[config.mk]
export PLATFORM = sky130hd
export DESIGN_NAME = coin_credit_accumulator
export DESIGN_NICKNAME = d
export VERILOG_FILES = /design/src/rtl/coin_credit_accumulator.sv
export SDC_FILE = /design/constraint.sdc
export NUM_CORES = 1
export LEC_CHECK = 0
export ABC_AREA = 1
export BUFFER_PORTS_ARGS = -buffer_cell sky130_fd_sc_hd__buf_2
export CORE_MARGIN = 5
export CORE_UTILIZATION = 43
export CTS_CLUSTER_DIAMETER = 120
export DETAILED_ROUTE_END_ITERATION = 6
export GPL_TIMING_DRIVEN = 1
export PLACE_DENSITY = 0.75
export SYNTH_ARGS = -nofsm -noshare
export SYNTH_HDL_FRONTEND = slang
export SYNTH_SLANG_ARGS = --single-unit
[constraint.sdc]
create_clock -name clk -period 2.1 [get_ports clk]
set_input_delay 0.63 -clock clk [delete_from_list [all_inputs] [get_ports clk]]
set_output_delay 0.63 -clock clk [all_outputs]
set_load 0.02 [all_outputs]
[src/rtl/coin_credit_accumulator.sv]
// coin_credit_accumulator
//   Front end of the vending transaction controller. Synchronises the raw coin
//   sensor, turns each rising edge of the synchronised level into one accept
//   event, keeps a ceiling-limited credit total, compares it against a loadable
//   price and, on vend commit, turns the credit into a change amount that is
//   held until the change stage acknowledges payment.
//
//   state      | meaning
//   -----------+-------------------------------------------------------------
//   ST_COLLECT | taking coins, price loads and vend commits
//   ST_PAYOUT  | change_amt_o owed and held; every coin rejected until ack
module coin_credit_accumulator #(
    parameter int CREDIT_W      = 10,
    parameter int MAX_CREDIT    = 500,
    parameter int PRICE_DEFAULT = 75,
    parameter int VAL0          = 5,
    parameter int VAL1          = 10,
    parameter int VAL2          = 25,
    parameter int VAL3          = 100
) (
    input  logic                clk,
    input  logic                rst,
    input  logic                coin_in_i,
    input  logic [1:0]          coin_type_i,
    input  logic                price_load_i,
    input  logic [CREDIT_W-1:0] price_in_i,
    input  logic                vend_commit_i,
    input  logic                change_ack_i,
    output logic                coin_o,
    output logic                coin_reject_o,
    output logic [CREDIT_W-1:0] credit_o,
    output logic                sufficient_o,
    output logic [CREDIT_W-1:0] change_amt_o,
    output logic                busy_o
);

    localparam logic [0:0] ST_COLLECT = 1'b0;
    localparam logic [0:0] ST_PAYOUT  = 1'b1;

    // One spare bit on the add so an over-ceiling coin can never wrap.
    localparam int                SUM_W   = CREDIT_W + 1;
    localparam logic [CREDIT_W:0] MAX_SUM = SUM_W'(MAX_CREDIT);

    logic                coin_s1_q, coin_s2_q, coin_s2_dly_q;
    logic [1:0]          type_s1_q, type_s2_q;

    logic [0:0]          state_q, state_d;
    logic [CREDIT_W-1:0] credit_q, credit_d;
    logic [CREDIT_W-1:0] price_q, price_d;
    logic [CREDIT_W-1:0] change_q, change_d;
    logic                sufficient_q, sufficient_d;
    logic                coin_q, coin_d;
    logic                reject_q, reject_d;

    logic                accept_ev;
    logic [CREDIT_W:0]   coin_value;
    logic [CREDIT_W:0]   credit_sum;
    logic                covers_price;
    logic                commit;

    // Two-flop synchronisers for the sensor level and its type, plus the edge register.
    always_ff @(posedge clk) begin
        if (rst) begin
            coin_s1_q     <= 1'b0;
            coin_s2_q     <= 1'b0;
            coin_s2_dly_q <= 1'b0;
            type_s1_q     <= 2'd0;
            type_s2_q     <= 2'd0;
        end else begin
            coin_s1_q     <= coin_in_i;
            coin_s2_q     <= coin_s1_q;
            coin_s2_dly_q <= coin_s2_q;
            type_s1_q     <= coin_type_i;
            type_s2_q     <= type_s1_q;
        end
    end

    assign accept_ev = coin_s2_q & ~coin_s2_dly_q;

    // Denomination decode from the type synchronised alongside the level.
    always_comb begin
        coin_value = SUM_W'(VAL0);
        case (type_s2_q)
            2'd0: coin_value = SUM_W'(VAL0);
            2'd1: coin_value = SUM_W'(VAL1);
            2'd2: coin_value = SUM_W'(VAL2);
            2'd3: coin_value = SUM_W'(VAL3);
            default: coin_value = SUM_W'(VAL0);
        endcase
    end

    assign credit_sum   = {1'b0, credit_q} + coin_value;
    assign covers_price = (credit_q >= price_q);
    // Commit keys off the registered flag so it matches what the FSM downstream saw.
    assign commit       = (state_q == ST_COLLECT) & vend_commit_i & sufficient_q;

    // Next-state logic: commit outranks both the coin and a price load in the same cycle.
    always_comb begin
        state_d      = state_q;
        credit_d     = credit_q;
        price_d      = price_q;
        change_d     = change_q;
        coin_d       = 1'b0;
        reject_d     = 1'b0;
        sufficient_d = covers_price;
        case (state_q)
            ST_COLLECT: begin
                if (commit) begin
                    // The clamp only matters if the price rose in the cycle the flag was stale.
                    change_d = covers_price ? (credit_q - price_q) : '0;
                    credit_d = '0;
                    reject_d = accept_ev;
                    state_d  = ST_PAYOUT;
                end else begin
                    if (accept_ev) begin
                        if (credit_sum <= MAX_SUM) begin
                            credit_d = credit_sum[CREDIT_W-1:0];
                            coin_d   = 1'b1;
                        end else begin
                            reject_d = 1'b1;
                        end
                    end
                    if (price_load_i) begin
                        price_d = price_in_i;
                    end
                end
            end
            ST_PAYOUT: begin
                reject_d = accept_ev;
                if (change_ack_i) begin
                    change_d = '0;
                    state_d  = ST_COLLECT;
                end
            end
            default: begin
                state_d = ST_COLLECT;
            end
        endcase
    end

    // Controller registers; reset also discards any change still owed.
    always_ff @(posedge clk) begin
        if (rst) begin
            state_q      <= ST_COLLECT;
            credit_q     <= '0;
            price_q      <= CREDIT_W'(PRICE_DEFAULT);
            change_q     <= '0;
            sufficient_q <= 1'b0;
            coin_q       <= 1'b0;
            reject_q     <= 1'b0;
        end else begin
            state_q      <= state_d;
            credit_q     <= credit_d;
            price_q      <= price_d;
            change_q     <= change_d;
            sufficient_q <= sufficient_d;
            coin_q       <= coin_d;
            reject_q     <= reject_d;
        end
    end

    assign coin_o        = coin_q;
    assign coin_reject_o = reject_q;
    assign credit_o      = credit_q;
    assign sufficient_o  = sufficient_q;
    assign change_amt_o  = change_q;
    assign busy_o        = (state_q == ST_PAYOUT);

endmodule

==> impl_metrics.py, run 1 <==
metrics = {
    "placed_design": {
        "post-place-ws_ns": -0.192,
        "place.gp.congestion": 0.909,
        "placedInstanceArea_um2": 3020,
        "post-dp-hpwl_mm": 4.95,
        "port-buffer-count": 41,
    },
    "global_route": {
        "grt_max_degree": 18,
        "grtUsageTotal_pct": 17.5,
        "grt_pass1_wl_mm": 10.3,
        "first_global_vias": 2365,
        "grt-ovfl-total": 0,
        "number_of_antenna_violations_at_the_first_check_in_global_routing": 0,
    },
    "route": {
        "via_count": 2516,
        "detailedRoute.firstPassIterationCount": 4,
        "postRouteWirelength_mm": 6.76,
        "routed_len_inst_um": 13.4,
        "route.antenna.remaining_nets": 0,
        "vias_per_cell": 5.00,
        "route.detailed.drc": 0,
        "drt_iter0_markers": 116,
    },
    "cells_and_area": {
        "register_area_um2": 837,
        "finalCoreUtilization_pct": 61.8,
        "multiInputGateArea_um2": 1700,
        "layout_overhead_on_the_synthesized_area_pct": 38.0,
        "design.final.nets": 470,
        "drive_gt1_share_pct": 39.4,
        "filler_cell_count": 490,
        "final_design_area_no_fill_um2": 3420,
        "layout.cells.most_common": "sky130_fd_sc_hd__nand2_1",
        "num_antenna_cells": 0,
        "mostFrequentLayoutCells": "sky130_fd_sc_hd__nand2_1, sky130_fd_sc_hd__inv_1, sky130_fd_sc_hd__buf_2",
    },
    "pwr": {
        "irDropWorstVdd_mv": 0.364,
        "intPower_mw": 1.32,
        "p_per_area_nw_per_um2": 532,
        "netSwitchingFraction_pct": 27.7,
        "switching_power_uw": 504,
        "seq_power_share_pct": 45.0,
        "finalPower_mw": 1.82,
        "comb_power_share_pct": 20.2,
        "power.clock.fraction_pct": 34.8,
        "power.leakage_nw": 1.72,
    },
    "logic_synthesis": {
        "postSynthAreaPerCell_um2": 6.97,
        "ys_seq_area_share_pct": 33.1,
        "synth_area_um2": 2480,
        "synthFlopType": "sky130_fd_sc_hd__dfxtp_1",
        "synth.ff_latch_count": 41,
        "synth_enable_flop_cells": 0,
        "synth.distinct_cells": 33,
        "synth-warning-count": 0,
        "syn-num-nets": 396,
        "ys_async_sr_fraction_pct": 0,
        "post_synth_inst_count": 356,
    },
    "worst_setup_path": {
        "r2r_start": "type_s2_q[0]",
        "reg2reg_depth": 15,
        "required_ns": 2.33,
        "timing.critical_path.from": "type_s2_q[0]",
        "critPathCaptureType": "register",
        "worstReg2RegEnd": "credit_o[1]",
        "critical_path_arrival_ns": 2.52,
        "reg2reg_setup_slack_ns": -0.19,
        "critPathLaunchType": "register",
        "crit_path_to": "credit_o[1]",
        "cp_max_fo": 5,
        "path_class": "reg2reg",
    },
    "job": {
        "max_cap_viol_count": 0,
    },
    "sta": {
        "final_critical_path_setup_slack_ns": -0.194,
        "worst_slew_margin_rel_pct": 60.5,
        "total_of_endpoints_with_negative_setup_slack_in_the_final_report": 12,
        "report.final.hold_viol_count": 0,
        "period_minus_slack_ns": 2.29,
        "worst_clock_skew_ns": 0.0106,
        "final_max_slew_viol_count": 0,
        "finalCritPeriodShare_pct": 109,
        "worstMarginPinSlew_ns": 0.590,
        "max_freq_ghz": 0.436,
        "unrepaired_setup_endpoints_after_global_routing": "true",
        "worst_hold_slack_ns": 0.395,
    },
    "cts": {
        "ctsHtreeMaxLevel": 2,
        "cts-buffers-inserted": 5,
        "numClockSinks": 41,
        "clkLatencyLatePin_ns": 0.29,
        "clk_path_buf_depth": 2,
        "cts_tree": "done",
        "postCtsHoldBufs": 0,
        "cts_clk_pin_slew_worst_paths_ns": 0.08,
        "cts-root-buf": "sky130_fd_sc_hd__clkbuf_8",
    },
    "die": {
        "design.die.area_um2": 7390,
        "rows": 27,
        "start_util_pct": 44.8,
        "pin_count": 42,
        "die-width_um": 85.9,
        "core-area_um2": 5540,
        "dieHeight_um": 85.9,
    },
    "outcome": {
        "outcome": "finished, violations left",
        "violations": "negative setup slack",
    },
    "min_path": {
        "min-delay-path-class": "reg2reg",
    },
}
==> how the worst min path moves through the flow <==
| stage | startpoint | endpoint | slack, ns | depth (start not counted) |
|---|---|---|---|---|
| after CTS | type_s1_q[1] | type_s2_q[1] | 0.40 | 2 |
| final | type_s1_q[1] | type_s2_q[1] | 0.39 | 2 |
| after detailed placement | type_s1_q[0] | type_s2_q[0] | 0.39 | 2 |
| after floorplan | type_s1_q[0] | type_s2_q[0] | 0.38 | 2 |
| after global placement | type_s1_q[1] | type_s2_q[1] | 0.38 | 2 |
| after global routing | type_s1_q[1] | type_s2_q[1] | 0.41 | 2 |
==> power by group through the flow <==
stage / registers (mW) / logic (mW) / clock network [mW]
after floorplan: 0.840 / 0.199 / 0
after global placement: 0.835 / 0.300 / 0
after detailed placement: 0.836 / 0.306 / 0
after CTS: 0.818 / 0.321 / 0.654
after global routing: 0.821 / 0.407 / 0.684
final: 0.819 / 0.368 / 0.633
==> registers in the layout, indices dropped and copies added (netlist names) <==
| name | cells |
|---|---|
| coin_reject_o | 1 |
| coin_s1_q | 1 |
| coin_o | 1 |
| type_s1_q | 2 |
| change_amt_o | 10 |
| sufficient_o | 1 |
| coin_s2_q | 1 |
| credit_o | 10 |
| busy_o | 1 |
| type_s2_q | 2 |
| coin_s2_dly_q | 1 |
| price_q | 10 |
==> metal layers <==
metal | share of wire (%) | routed length (um) | GRT usage (%)
met1 | 41 | 2780 | 20.4
met2 | 53 | 3550 | 31.1
met3 | 4.5 | 307 | 3.84
met4 | 1.8 | 120 | 6.19
met5 | 0 | 0 | 0
==> repair_timing <==
action / 4_1_cts / 5_1_grt
setup buffers: 1 / 4
gates resized for setup: 20 / 45
pin swaps: 5 / 14
gates cloned: 1 / 0
setup endpoints to repair: 13 / 21
==> worst max-delay path: stages (launching register included) <==
cell and delay (ns):
sky130_fd_sc_hd__dfxtp_4 0.37, sky130_fd_sc_hd__inv_4 0.07, sky130_fd_sc_hd__ha_4 0.12, sky130_fd_sc_hd__inv_2 0.04, sky130_fd_sc_hd__fa_2 0.53, sky130_fd_sc_hd__inv_2 0.04
sky130_fd_sc_hd__or2_4 0.22, sky130_fd_sc_hd__nand2_2 0.06, sky130_fd_sc_hd__nand3_2 0.06, sky130_fd_sc_hd__nand2_2 0.10, sky130_fd_sc_hd__nor2_4 0.05, sky130_fd_sc_hd__nand4_4 0.08
sky130_fd_sc_hd__nand3_4 0.13, sky130_fd_sc_hd__nor2_4 0.20, sky130_fd_sc_hd__nand3_2 0.09, sky130_fd_sc_hd__nand2_1 0.08
==> synthesized netlist by cell type (2+ instances only) <==
cell type	count	area share [%]
sky130_fd_sc_hd__inv_1	63	9.5
sky130_fd_sc_hd__nor3_1	6	1.2
sky130_fd_sc_hd__dfxtp_1	41	33
sky130_fd_sc_hd__xnor2_1	4	1.4
sky130_fd_sc_hd__nand3b_1	3	0.91
sky130_fd_sc_hd__nand4_1	5	1.3
sky130_fd_sc_hd__a21o_1	2	0.61
sky130_fd_sc_hd__fa_1	2	1.6
sky130_fd_sc_hd__o21ai_0	11	2.2
sky130_fd_sc_hd__or2_2	5	1.3
sky130_fd_sc_hd__nand2_1	83	13
sky130_fd_sc_hd__o21bai_1	2	0.61
sky130_fd_sc_hd__nand2_2	9	2.3
sky130_fd_sc_hd__a21oi_2	3	1.1
sky130_fd_sc_hd__nand3_1	25	5.0
sky130_fd_sc_hd__a21oi_1	24	4.8
sky130_fd_sc_hd__clkbuf_1	4	0.61
sky130_fd_sc_hd__ha_1	20	10
sky130_fd_sc_hd__o211ai_1	3	0.91
sky130_fd_sc_hd__nor2_1	28	4.2
==> logic make-up (layout without fill, tap and decap cells) <==
logic type,Yosys count,after routing,share of synthesized area [%]
simple gates,170,171,31.5
buf+inv,69,143,10.5
flops,41,41,33.1
compound gates,49,49,11.5
xor+xnor,5,5,1.77
fa+ha+maj,22,22,11.7
==> cell type report <==
cell class / instances / share of cell area (%)
clock buffer: 5 / 2.01
clock inverter: 3 / 1.28
inverter: 64 / 7.24
multi-input combinational: 247 / 49.8
sequential: 41 / 24.5
tap: 72 / 2.63
timing repair buffer: 71 / 12.6
==> through the flow <==
step | setup TNS, ns | cells
6_report | -1.80 | 503
5_1_grt | -3.15 | 503
4_1_cts | -1.12 | 499
3_5_place_dp | -1.71 | 489
3_3_place_gp | -1.35 | 489
2_1_floorplan | -0.0460 | 356
(Power assumes the default switching activity.)
==> run 2: changes to the inputs <==
==> constraint.sdc (replaced) <==
create_clock -name clk -period 2.1 [get_ports clk]
set_input_delay 0.525 -clock clk [delete_from_list [all_inputs] [get_ports clk]]
set_output_delay 0.525 -clock clk [all_outputs]
set_load 0.02 [all_outputs]
==> run 2 against run 1 <==
Net effect:
- maximum frequency is essentially flat
- highest routed layer unchanged
- register-to-register slack hardly changed
- clock skew decreased by 0.0019 ns
- clock power shrank 7.0%
- die area stayed put
- utilization fell by 1.5 points
- critical path depth unchanged
- wire length fell by 1.9%
- critical path type unchanged
- sequential cell count unchanged
- the flow still finishes with violations (negative setup slack)
==> impl_metrics.py, run 2 (synthesis gave the netlist of run 1 again) <==
metrics = {
    "outcome": {
        "violations": "negative setup slack",
        "outcome": "finished, violations left",
    },
    "pwr": {
        "power.leakage_nw": 1.72,
        "switching_power_uw": 495,
        "intPower_mw": 1.26,
        "power.clock.fraction_pct": 33.6,
        "comb_power_share_pct": 19.7,
        "finalPower_mw": 1.75,
        "seq_power_share_pct": 46.7,
        "irDropWorstVdd_mv": 0.361,
        "p_per_area_nw_per_um2": 525,
        "netSwitchingFraction_pct": 28.3,
    },
    "worst_setup_path": {
        "critPathLaunchType": "register",
        "path_buf_inv": 3,
        "path_class": "reg2reg",
        "required_ns": 2.33,
        "reg2reg_setup_slack_ns": -0.19,
        "critPathMaxStageDelay_ns": 0.54,
        "timing.critical_path.max_delay_family": "simple AND/OR/NAND/NOR gates",
        "critPathCaptureType": "register",
        "crit_slowest_cell": "sky130_fd_sc_hd__fa_2",
        "cp_max_fo": 5,
        "most_used_cell_cp": "sky130_fd_sc_hd__nand2_1",
        "cp_cell_sequence": "inv_4 > ha_4 > inv_2 > fa_2 > inv_2 > or2_4 > nand2_1 > nand3_1 > nand2_1 > nor2_2 > nand4_4 > nand3_4 > nor2_4 > nand3_2 > nand2_1",
        "critical_path_arrival_ns": 2.53,
    },
    "cells_and_area": {
        "num_antenna_cells": 0,
        "mostFrequentLayoutCells": "sky130_fd_sc_hd__nand2_1, sky130_fd_sc_hd__inv_1, sky130_fd_sc_hd__buf_2",
        "layout.cells.most_common": "sky130_fd_sc_hd__nand2_1",
        "filler_cell_count": 501,
        "multiInputGateArea_um2": 1610,
        "layout_overhead_on_the_synthesized_area_pct": 34.6,
        "drive_gt1_share_pct": 34.9,
        "design.final.nets": 472,
        "register_area_um2": 835,
    },
    "route": {
        "detailedRoute.firstPassIterationCount": 4,
        "via_count": 2463,
        "drt_iter0_markers": 95,
        "routed_len_inst_um": 13.1,
        "postRouteWirelength_mm": 6.63,
        "vias_per_cell": 4.88,
        "route.detailed.drc": 0,
        "route.antenna.remaining_nets": 0,
    },
    "job": {
        "max_cap_viol_count": 0,
    },
    "cts": {
        "cts-buffers-inserted": 5,
        "clkLatencyLatePin_ns": 0.30,
        "cts_tree": "done",
        "postCtsHoldBufs": 0,
        "numClockSinks": 41,
        "cts-root-buf": "sky130_fd_sc_hd__clkbuf_8",
        "ctsHtreeMaxLevel": 2,
        "cts_clk_pin_slew_worst_paths_ns": 0.08,
        "clk_path_buf_depth": 2,
    },
    "die": {
        "dieHeight_um": 85.9,
        "design.die.area_um2": 7390,
        "rows": 27,
        "core-area_um2": 5540,
        "die-width_um": 85.9,
        "start_util_pct": 44.8,
        "pin_count": 42,
    },
    "sta": {
        "period_minus_slack_ns": 2.29,
        "unrepaired_setup_endpoints_after_global_routing": "true",
        "worst_clock_skew_ns": 0.00870,
        "report.final.hold_viol_count": 0,
        "worst_slew_margin_rel_pct": 55.0,
        "final_max_slew_viol_count": 0,
        "finalSetupTns_ns": -1.77,
        "max_freq_ghz": 0.436,
        "worst_hold_slack_ns": 0.398,
        "finalCritPeriodShare_pct": 109,
        "total_of_endpoints_with_negative_setup_slack_in_the_final_report": 12,
        "worstMarginPinSlew_ns": 0.670,
        "final_critical_path_setup_slack_ns": -0.193,
    },
    "global_route": {
        "first_global_vias": 2293,
        "grt-ovfl-total": 0,
        "grt_max_degree": 18,
        "grt_pass1_wl_mm": 10.3,
        "number_of_antenna_violations_at_the_first_check_in_global_routing": 0,
        "grtUsageTotal_pct": 17.4,
    },
    "placed_design": {
        "place.gp.congestion": 0.910,
        "port-buffer-count": 41,
        "post-dp-hpwl_mm": 4.83,
    },
    "min_path": {
        "min-delay-path-class": "reg2reg",
    },
}
==> run 2: cell count changes in the layout (fill, tap and decap cells not counted), sizes merged <==
cell | before | now
clkbuf | 5 | 7
buf | 71 | 73
clkinv | 1 | 0
bufinv | 1 | 0
==> run 2: worst register-to-register path, delay by kind of cell (launching register included) <==
| kind | cells | cell delay, ns |
|---|---|---|
| DFF | 1 | 0.37 |
| buffers and inverters | 3 | 0.15 |
| and+or+nand+nor | 10 | 1.05 |
| adders and majority gates | 2 | 0.66 |
==> run 2: final timing paths <==
kind,start,cells past startpoint,endpoint
max reg2reg,type_s2_q[1],15,credit_o[0]
min reg2reg,type_s1_q[1],2,type_s2_q[1]
min,type_s1_q[1],2,type_s2_q[1]
max,type_s2_q[1],15,credit_o[0]
==> run 2: what timing repair did <==
| item | 4_1_cts | 5_1_grt |
|---|---|---|
| buffers inserted | 2 | 6 |
| pin swaps | 11 | 16 |
| cloned | 1 | 0 |
| resized for setup | 15 | 24 |
| endpoints found under the setup margin | 12 | 21 |
==> run 2: routing by layer <==
layer	track usage, %	routed length, um	up-vias
met5	0	0	-
met4	9.06	152	0
met3	3.75	325	17
met2	28.9	3380	50
met1	20.9	2770	1112
li1	-	-	1284
==> run 2: cell type report <==
type	count	area share, %
Tap cell	72	2.70
Inverter	64	7.35
Clock buffer	7	2.89
Sequential cell	41	25.0
Clock inverter	1	0.262
Multi-Input combinational cell	247	48.2
Timing Repair Buffer	73	13.6
==> run 2: through the flow <==
stage | worst slack, ns | utilization [%] | cells | cell area, um2
after floorplan | -0.0120 | - | 356 | 2550
after global placement | -0.152 | 54.3 | 488 | 3010
after detailed placement | -0.206 | 54.3 | 488 | 3010
after CTS | -0.127 | 57.7 | 499 | 3200
after global routing | -0.299 | 60.3 | 505 | 3340
final | -0.193 | 60.3 | 505 | 3340
==> run 2: power groups by stage <==
| stage | combinational [mW] | clock (mW) | sequential (mW) |
|---|---|---|---|
| after floorplan | 0.199 | 0 | 0.840 |
| after global routing | 0.383 | 0.632 | 0.820 |
| after detailed placement | 0.302 | 0 | 0.836 |
| final | 0.345 | 0.589 | 0.817 |
| after global placement | 0.298 | 0 | 0.835 |
| after CTS | 0.320 | 0.605 | 0.818 |
